===== config.mk =====
export PLATFORM = sky130hd
export DESIGN_NAME = exe_stage_module_flat
export DESIGN_NICKNAME = d
export VERILOG_FILES = /design/src/rtl/exe_stage_module_pkg.sv /design/src/rtl/exe_stage_module_if.sv /design/src/rtl/exe_stage_module_alu.sv /design/src/rtl/exe_stage_module_val2.sv /design/src/rtl/exe_stage_module.sv /design/src/flat_wrapper.sv
export SDC_FILE = /design/constraint.sdc
export NUM_CORES = 1
export LEC_CHECK = 0
export ABC_AREA = 1
export CORE_MARGIN = 3
export CORE_UTILIZATION = 50
export DETAILED_ROUTE_END_ITERATION = 16
export PLACE_DENSITY = 0.75
export SYNTH_ARGS = -nofsm -noshare
export SYNTH_HDL_FRONTEND = slang
export SYNTH_HIERARCHICAL = 1
export SYNTH_SLANG_ARGS = --single-unit

===== constraint.sdc =====
create_clock -name clk -period 11.1 [get_ports clk]
set_clock_uncertainty 0.05 [all_clocks]
set_input_delay 3.33 -clock clk [delete_from_list [all_inputs] [get_ports clk]]
set_output_delay 3.33 -clock clk [all_outputs]
set_load 0.03 [all_outputs]

===== src/rtl/exe_stage_module_pkg.sv =====
// exe_stage_module_pkg: shared widths, ALU opcodes, shift types and status bit indices for the execute stage
package exe_stage_module_pkg;
  localparam int ADDRESS_LEN_D = 32;
  localparam int REGISTER_LEN_D = 32;
  localparam logic [3:0] EXE_MOV = 4'b0001;
  localparam logic [3:0] EXE_ADD = 4'b0010;
  localparam logic [3:0] EXE_ADC = 4'b0011;
  localparam logic [3:0] EXE_SUB = 4'b0100;
  localparam logic [3:0] EXE_SBC = 4'b0101;
  localparam logic [3:0] EXE_AND = 4'b0110;
  localparam logic [3:0] EXE_ORR = 4'b0111;
  localparam logic [3:0] EXE_EOR = 4'b1000;
  localparam logic [3:0] EXE_MVN = 4'b1001;
  typedef enum logic [1:0] {SH_LSL = 2'b00, SH_LSR = 2'b01, SH_ASR = 2'b10, SH_ROR = 2'b11} shift_t;
  localparam int ST_N = 3;
  localparam int ST_Z = 2;
  localparam int ST_C = 1;
  localparam int ST_V = 0;
endpackage


===== src/rtl/exe_stage_module_if.sv =====
// exe_stage_module_if: ID-register-to-EXE inputs and EXE outputs; master drives decoded fields, slave is the stage
interface exe_stage_module_if #(parameter int ADDRESS_LEN = 32, parameter int REGISTER_LEN = 32);
  logic freeze;
  logic [ADDRESS_LEN-1:0] PC_in;
  logic mem_read_en_in, mem_write_en_in, wb_enable_in, immediate_in, branch_taken_in, status_write_enable_in;
  logic [3:0] execute_command_in;
  logic [REGISTER_LEN-1:0] reg_file_in1, reg_file_in2;
  logic [3:0] dest_reg_in;
  logic [23:0] signed_immediate_in;
  logic [11:0] shift_operand_in;
  logic branch_taken_out;
  logic [ADDRESS_LEN-1:0] branch_address_out;
  logic [3:0] status_out;
  logic wb_enable_out, mem_read_en_out, mem_write_en_out;
  logic [REGISTER_LEN-1:0] alu_result_out, store_data_out;
  logic [3:0] dest_reg_out;
  modport master (
    output freeze, PC_in, mem_read_en_in, mem_write_en_in, wb_enable_in, immediate_in, branch_taken_in,
           status_write_enable_in, execute_command_in, reg_file_in1, reg_file_in2, dest_reg_in,
           signed_immediate_in, shift_operand_in,
    input  branch_taken_out, branch_address_out, status_out, wb_enable_out, mem_read_en_out,
           mem_write_en_out, alu_result_out, store_data_out, dest_reg_out
  );
  modport slave (
    input  freeze, PC_in, mem_read_en_in, mem_write_en_in, wb_enable_in, immediate_in, branch_taken_in,
           status_write_enable_in, execute_command_in, reg_file_in1, reg_file_in2, dest_reg_in,
           signed_immediate_in, shift_operand_in,
    output branch_taken_out, branch_address_out, status_out, wb_enable_out, mem_read_en_out,
           mem_write_en_out, alu_result_out, store_data_out, dest_reg_out
  );
endinterface


===== src/rtl/exe_stage_module_alu.sv =====
// alu: combinational ALU producing result and NZCV (ports: i_cmd, i_rn, i_val2, i_status -> o_result, o_nzcv)
module alu import exe_stage_module_pkg::*; #(parameter int W = REGISTER_LEN_D) (
  input  logic [3:0]   i_cmd,
  input  logic [W-1:0] i_rn,
  input  logic [W-1:0] i_val2,
  input  logic [3:0]   i_status,
  output logic [W-1:0] o_result,
  output logic [3:0]   o_nzcv
);
  logic w_add, w_sub, w_cin, w_c, w_v;
  logic [W-1:0] w_b;
  logic [W:0] w_sum;
  always_comb begin
    w_add = (i_cmd == EXE_ADD) || (i_cmd == EXE_ADC);
    w_sub = (i_cmd == EXE_SUB) || (i_cmd == EXE_SBC);
    // subtraction as Rn + ~Val2 + cin, so the carry-out is the not-borrow flag
    w_b = w_sub ? ~i_val2 : i_val2;
    w_cin = (i_cmd == EXE_SUB) ? 1'b1 :
            ((i_cmd == EXE_ADC) || (i_cmd == EXE_SBC)) ? i_status[ST_C] : 1'b0;
    w_sum = {1'b0, i_rn} + {1'b0, w_b} + {{W{1'b0}}, w_cin};
    o_result = (w_add || w_sub) ? w_sum[W-1:0] :
               (i_cmd == EXE_MOV) ? i_val2 :
               (i_cmd == EXE_MVN) ? ~i_val2 :
               (i_cmd == EXE_AND) ? i_rn & i_val2 :
               (i_cmd == EXE_ORR) ? i_rn | i_val2 :
               (i_cmd == EXE_EOR) ? i_rn ^ i_val2 : '0;
    w_c = (w_add || w_sub) ? w_sum[W] : i_status[ST_C];
    w_v = w_add ? (i_rn[W-1] == i_val2[W-1]) && (o_result[W-1] != i_rn[W-1]) :
          w_sub ? (i_rn[W-1] != i_val2[W-1]) && (o_result[W-1] != i_rn[W-1]) : i_status[ST_V];
    o_nzcv = {o_result[W-1], o_result == '0, w_c, w_v};
  end
endmodule


===== src/rtl/exe_stage_module_val2.sv =====
// val2_generator: second ALU operand from rotated immediate, memory offset or shifted Rm (ports: i_imm, i_mem, i_rm, i_so -> o_val2)
module val2_generator import exe_stage_module_pkg::*; #(parameter int W = REGISTER_LEN_D) (
  input  logic         i_imm,
  input  logic         i_mem,
  input  logic [W-1:0] i_rm,
  input  logic [11:0]  i_so,
  output logic [W-1:0] o_val2
);
  logic [W-1:0] w_imm8, w_rot_imm, w_shifted;
  logic [4:0] w_rot, w_amt;
  shift_t w_type;
  always_comb begin
    w_imm8 = {{(W-8){1'b0}}, i_so[7:0]};
    w_rot = {i_so[11:8], 1'b0};
    // a shift by W yields zero, so rotate by 0 degenerates cleanly
    w_rot_imm = (w_imm8 >> w_rot) | (w_imm8 << (W - int'(w_rot)));
    w_amt = i_so[11:7];
    w_type = shift_t'(i_so[6:5]);
    w_shifted = (w_type == SH_LSL) ? i_rm << w_amt :
                (w_type == SH_LSR) ? i_rm >> w_amt :
                (w_type == SH_ASR) ? W'($signed(i_rm) >>> w_amt) :
                (i_rm >> w_amt) | (i_rm << (W - int'(w_amt)));
    o_val2 = i_imm ? w_rot_imm : i_mem ? {{(W-12){1'b0}}, i_so} : w_shifted;
  end
endmodule


===== src/rtl/exe_stage_module.sv =====
// exe_stage_module: execute stage with EXE/MEM register, NZCV status register and branch target (ports: clk, rst, bus slave)
module exe_stage_module import exe_stage_module_pkg::*; #(
  parameter int ADDRESS_LEN = ADDRESS_LEN_D,
  parameter int REGISTER_LEN = REGISTER_LEN_D
) (
  input logic clk,
  input logic rst,
  exe_stage_module_if.slave bus
);
  logic [REGISTER_LEN-1:0] w_val2, w_result, r_result, r_store;
  logic [3:0] w_nzcv, r_status, r_dest;
  logic r_wb, r_mr, r_mw;
  val2_generator #(.W(REGISTER_LEN)) u_val2 (
    .i_imm(bus.immediate_in),
    .i_mem(bus.mem_read_en_in | bus.mem_write_en_in),
    .i_rm(bus.reg_file_in2),
    .i_so(bus.shift_operand_in),
    .o_val2(w_val2)
  );
  alu #(.W(REGISTER_LEN)) u_alu (
    .i_cmd(bus.execute_command_in),
    .i_rn(bus.reg_file_in1),
    .i_val2(w_val2),
    .i_status(r_status),
    .o_result(w_result),
    .o_nzcv(w_nzcv)
  );
  always_ff @(posedge clk) begin
    if (rst) begin
      r_result <= '0;
      r_store <= '0;
      r_dest <= '0;
      r_wb <= 1'b0;
      r_mr <= 1'b0;
      r_mw <= 1'b0;
      r_status <= '0;
    end else if (!bus.freeze) begin
      r_result <= w_result;
      r_store <= bus.reg_file_in2;
      r_dest <= bus.dest_reg_in;
      r_wb <= bus.wb_enable_in;
      r_mr <= bus.mem_read_en_in;
      r_mw <= bus.mem_write_en_in;
      if (bus.status_write_enable_in) r_status <= w_nzcv;
    end
  end
  assign bus.branch_taken_out = bus.branch_taken_in;
  assign bus.branch_address_out = bus.PC_in + {{(ADDRESS_LEN-26){bus.signed_immediate_in[23]}}, bus.signed_immediate_in, 2'b00};
  assign bus.status_out = r_status;
  assign bus.alu_result_out = r_result;
  assign bus.store_data_out = r_store;
  assign bus.dest_reg_out = r_dest;
  assign bus.wb_enable_out = r_wb;
  assign bus.mem_read_en_out = r_mr;
  assign bus.mem_write_en_out = r_mw;
endmodule


===== src/flat_wrapper.sv =====
// flat-port wrapper written by rule: the top's interface ports become plain ports
module exe_stage_module_flat import exe_stage_module_pkg::*;
#(
  parameter int ADDRESS_LEN = ADDRESS_LEN_D,
  parameter int REGISTER_LEN = REGISTER_LEN_D
)
  (clk, rst, bus_freeze, bus_PC_in, bus_mem_read_en_in, bus_mem_write_en_in, bus_wb_enable_in, bus_immediate_in, bus_branch_taken_in, bus_status_write_enable_in, bus_execute_command_in, bus_reg_file_in1, bus_reg_file_in2, bus_dest_reg_in, bus_signed_immediate_in, bus_shift_operand_in, bus_branch_taken_out, bus_branch_address_out, bus_status_out, bus_wb_enable_out, bus_mem_read_en_out, bus_mem_write_en_out, bus_alu_result_out, bus_store_data_out, bus_dest_reg_out);
  exe_stage_module_if #(.ADDRESS_LEN(ADDRESS_LEN), .REGISTER_LEN(REGISTER_LEN)) bus_i ();
  input logic clk;
  input logic rst;
  input wire logic [$bits(bus_i.freeze)-1:0] bus_freeze;
  input wire logic [$bits(bus_i.PC_in)-1:0] bus_PC_in;
  input wire logic [$bits(bus_i.mem_read_en_in)-1:0] bus_mem_read_en_in;
  input wire logic [$bits(bus_i.mem_write_en_in)-1:0] bus_mem_write_en_in;
  input wire logic [$bits(bus_i.wb_enable_in)-1:0] bus_wb_enable_in;
  input wire logic [$bits(bus_i.immediate_in)-1:0] bus_immediate_in;
  input wire logic [$bits(bus_i.branch_taken_in)-1:0] bus_branch_taken_in;
  input wire logic [$bits(bus_i.status_write_enable_in)-1:0] bus_status_write_enable_in;
  input wire logic [$bits(bus_i.execute_command_in)-1:0] bus_execute_command_in;
  input wire logic [$bits(bus_i.reg_file_in1)-1:0] bus_reg_file_in1;
  input wire logic [$bits(bus_i.reg_file_in2)-1:0] bus_reg_file_in2;
  input wire logic [$bits(bus_i.dest_reg_in)-1:0] bus_dest_reg_in;
  input wire logic [$bits(bus_i.signed_immediate_in)-1:0] bus_signed_immediate_in;
  input wire logic [$bits(bus_i.shift_operand_in)-1:0] bus_shift_operand_in;
  output wire logic [$bits(bus_i.branch_taken_out)-1:0] bus_branch_taken_out;
  output wire logic [$bits(bus_i.branch_address_out)-1:0] bus_branch_address_out;
  output wire logic [$bits(bus_i.status_out)-1:0] bus_status_out;
  output wire logic [$bits(bus_i.wb_enable_out)-1:0] bus_wb_enable_out;
  output wire logic [$bits(bus_i.mem_read_en_out)-1:0] bus_mem_read_en_out;
  output wire logic [$bits(bus_i.mem_write_en_out)-1:0] bus_mem_write_en_out;
  output wire logic [$bits(bus_i.alu_result_out)-1:0] bus_alu_result_out;
  output wire logic [$bits(bus_i.store_data_out)-1:0] bus_store_data_out;
  output wire logic [$bits(bus_i.dest_reg_out)-1:0] bus_dest_reg_out;
  assign bus_i.freeze = bus_freeze;
  assign bus_i.PC_in = bus_PC_in;
  assign bus_i.mem_read_en_in = bus_mem_read_en_in;
  assign bus_i.mem_write_en_in = bus_mem_write_en_in;
  assign bus_i.wb_enable_in = bus_wb_enable_in;
  assign bus_i.immediate_in = bus_immediate_in;
  assign bus_i.branch_taken_in = bus_branch_taken_in;
  assign bus_i.status_write_enable_in = bus_status_write_enable_in;
  assign bus_i.execute_command_in = bus_execute_command_in;
  assign bus_i.reg_file_in1 = bus_reg_file_in1;
  assign bus_i.reg_file_in2 = bus_reg_file_in2;
  assign bus_i.dest_reg_in = bus_dest_reg_in;
  assign bus_i.signed_immediate_in = bus_signed_immediate_in;
  assign bus_i.shift_operand_in = bus_shift_operand_in;
  assign bus_branch_taken_out = bus_i.branch_taken_out;
  assign bus_branch_address_out = bus_i.branch_address_out;
  assign bus_status_out = bus_i.status_out;
  assign bus_wb_enable_out = bus_i.wb_enable_out;
  assign bus_mem_read_en_out = bus_i.mem_read_en_out;
  assign bus_mem_write_en_out = bus_i.mem_write_en_out;
  assign bus_alu_result_out = bus_i.alu_result_out;
  assign bus_store_data_out = bus_i.store_data_out;
  assign bus_dest_reg_out = bus_i.dest_reg_out;
  exe_stage_module #(.ADDRESS_LEN(ADDRESS_LEN), .REGISTER_LEN(REGISTER_LEN)) u_core (.clk(clk), .rst(rst), .bus(bus_i));
endmodule

==> results by group, run 1 <==
Global routing
  • Initial antenna violation count: 0
  • Largest net degree at the start of global routing: 76
  • All-Layer GR Usage: a little over two fifths
  • Global-route wire length before repair: approximately 120 mm
  • Vias in the first global route: 21100
  • Total grt overflow: 0

Critical path
  • RR Startpoint: u_core/bus.status_out[1]
  • Crit Path Category: in -> out
  • Reg-to-reg endpoint: u_core/bus.status_out[2]
  • Worst setup EP type: output pin
  • R2R depth: 20
  • Critical-path maximum fanout: 4
  • Req. time, crit path: around 7.7 ns
  • Worst EP arrival: ~6.2 ns
  • Critical Path Source Type: input port
  • R2r setup slk: a little under 8 ns

Timing
  • Peak Freq: 105 MHz
  • Post-route minimum period: about 9.5 ns
  • Period utilisation layout: around 86%
  • Unrepaired setup endpoints after global routing: false
  • Slew HR: 34.3%
  • Final setup margin: between 1.5 and 2 ns
  • Fin Setup TNS: 0 ns
  • Slew Limit Fails: 0
  • Setup violators final: 0
  • Slew @ Worst Pin: 0.982 ns
  • Final Hold Fails: 0

Routing
  • Residual DRC: 0
  • DRT antenna net count: 0
  • Drt pass-1 iters: 8
  • Drt wl/cell: 20.7 um
  • WL final: 79.2 mm
  • Vias: about 23000
  • DR iter-0 viols: 3418
  • Vias per std cell: 5.94

Die
  • Core Box Area: 33600 um2
  • DIE HEIGHT: about 190 um
  • Die Wd: between 150 and 200 um
  • Initial Util: 50.8%
  • Row count: 67
  • Die ar.: roughly 36000 um2
  • IO Pins: 257

Hold path
  • Hold Crit Class: reg -> reg
  • Hold EP: u_core/bus.wb_enable_out
  • Hold Crit Depth: 2
  • HP Start: u_core/bus.wb_enable_out

Placement
  • DP Cell Count: 3812
  • I/O Buffers: 250
  • GP Congestion: roughly 1.1
  • Pre-CTS WS: 1.59 ns
  • Area post-placement: about 20000 um2
  • DP HPWL: between 60 and 70 mm

Synth
  • Netlist area before placement: roughly 17000 um2
  • FF+latch count, synth: 75
  • Top post-synthesis cells by area: nand2_1 (28%), nand3_1 (11%), ha_1 (9.3%), dfxtp_1 (8.8%), inv_1 (8.1%)
  • Yosys top cell area share: 28.1%
  • Yosys top cell by area: nand2_1
  • Synth Warn #: 6
  • Async S/R FF share, synth: 0%
  • Synth cell count leaders: nand2_1 (1279), nand3_1 (375), inv_1 (369), a21oi_1 (200), nor2_1 (153)
  • Most frequent cell after synthesis: nand2_1
  • Synth Area per Inst: around 5.3 um2
  • Mapped Nets: between 3000 and 4000
  • Post-synthesis cell type count: roughly 60
  • Top_reg_cell synth: dfxtp_1
  • Cells after synthesis: between 3000 and 4000
  • Number of enable flip-flop cells after synthesis: 0
  • Post-synthesis sequential area ratio: under 10%

Power
  • Peak supply drop: roughly 0.081 mV
  • Static Leakage: between 0.01 and 0.015 uW
  • Pwr Density: between 90 and 100 nW/um2

Layout
  • NumNets Final: between 3000 and 4000
  • Number of diodes: 0
  • Layout cells sized above 1: roughly 6.6%
  • Fin area: 19800 um2
  • Fill count: between 3000 and 4000
  • Finished Core Util: 59.0%
  • Final std cells w/o fill: 3828
  • P&R area growth vs syn: 16.1%

Outcome
  • Status: completed

Clock network
  • H-tree levels: 3
  • Clock-pin slew on the worst setup and hold paths: roughly 0.070 ns
  • Total clock sinks: 75
  • Max clock buf depth: 2
  • Resize count post-CTS: 0
  • CTS tree: yes
  • # hold bufs at CTS: 0
  • Postcts setup bufs: 0
  • Inserted Clock Buffers: 9
  • Skew-Pair Late Insertion Delay: about 0.36 ns
  • Root buffer cell: clkbuf_16

Flow run
  • # Max-Cap Violations: 0
-- sequential cells by signal, summed over array words and instances (netlist names) --
name and flops:
u_core/bus.alu_result_out 32, u_core/bus.store_data_out 32, u_core/bus.mem_read_en_out 1, u_core/bus.status_out 4, u_core/bus.dest_reg_out 4, u_core/bus.mem_write_en_out 1, u_core/bus.wb_enable_out 1
-- layout by cell type (no fill, tap or decap), drive strengths merged, types with 14 or more instances in the layout --
cell type,instances
a21oi,207
o21ai,114
nor3,20
buf,34
and2,21
nand2,1329
clkdlybuf4s50,246
nand3,386
o211ai,35
nand4,23
inv,398
o2111ai,14
or2,30
nor2,190
xor2,45
dfxtp,75
ha,127
-- how the worst max path moves through the flow --
stage                            start  slack (ns)                         end
after floorplan           bus_PC_in[2]        2.71  bus_branch_address_out[18]
after global placement    bus_PC_in[2]        1.63  bus_branch_address_out[30]
after detailed placement  bus_PC_in[2]        1.59  bus_branch_address_out[30]
after CTS                 bus_PC_in[2]        1.58  bus_branch_address_out[30]
after global routing      bus_PC_in[2]        1.40  bus_branch_address_out[30]
final                     bus_PC_in[2]        1.56  bus_branch_address_out[30]
-- power breakdown --
group	switching (uW)	total [uW]	internal (uW)	leakage [uW]
clock	139	338	199	0.000157
combinational	792	1160	373	0.00954
sequential	9.58	295	286	0.000615
total	940	1800	858	0.0103
-- area by class of cell --
| type | instances | area (um2) | area share (%) |
|---|---|---|---|
| Multi-Input combinational cell | 2613 | 13300 | 66.8 |
| Timing Repair Buffer | 280 | 2710 | 13.6 |
| Sequential cell | 75 | 1500 | 7.56 |
| Inverter | 396 | 1500 | 7.53 |
| Tap cell | 448 | 561 | 2.82 |
| Clock buffer | 9 | 225 | 1.13 |
| Clock inverter | 7 | 98.8 | 0.498 |
-- worst max-delay path: stages --
cell	delay (ns)
clkdlybuf4s50_1	0.47
ha_1	0.21
inv_1	0.07
fa_1	0.44
inv_1	0.13
nand3_1	0.08
nand3_1	0.14
nand3_1	0.08
nand2_1	0.17
nand2_1	0.10
nand2_1	0.08
nand2_1	0.05
nand2_1	0.12
clkdlybuf4s50_1	0.69
-- kinds of logic (layout without fill, tap and decap cells) --
group	after synthesis	count (layout)	synth area share [%]
compound gates	425	425	14.6
buf+inv	544	692	13.7
fa+ha+maj	130	130	9.65
xor+xnor	50	50	2.56
simple gates	2007	2007	50.7
mux	1	1	0.0586
flops	75	75	8.78
-- layer usage --
layer  GRT usage [%]  vias to the layer above  wire [um]
li1                -                    10600          -
met1            55.5                    10200      31700
met2            63.6                     1561      32700
met3            10.9                      302      10800
met4            19.0                        0       4020
met5               0                        -          0
-- through the flow --
stage,power [uW],hold slack [ns]
2_1_floorplan,1040,0.531
3_3_place_gp,1400,0.400
3_5_place_dp,1420,0.407
4_1_cts,1760,0.416
5_1_grt,1900,0.429
6_report,1800,0.414
No activity file was read; power rests on OpenSTA's default activity.
==> inputs of run 2 (changes only) <==
--- a/config.mk
+++ b/config.mk
@@ -6,6 +6,7 @@
 export NUM_CORES = 1
 export LEC_CHECK = 0
 export ABC_AREA = 1
+export ABC_CLOCK_PERIOD_IN_PS = 11100
 export CORE_MARGIN = 3
 export CORE_UTILIZATION = 50
 export DETAILED_ROUTE_END_ITERATION = 16
==> results of run 2 <==
The final DEF is identical to that of run 1; final timing and power are the same.
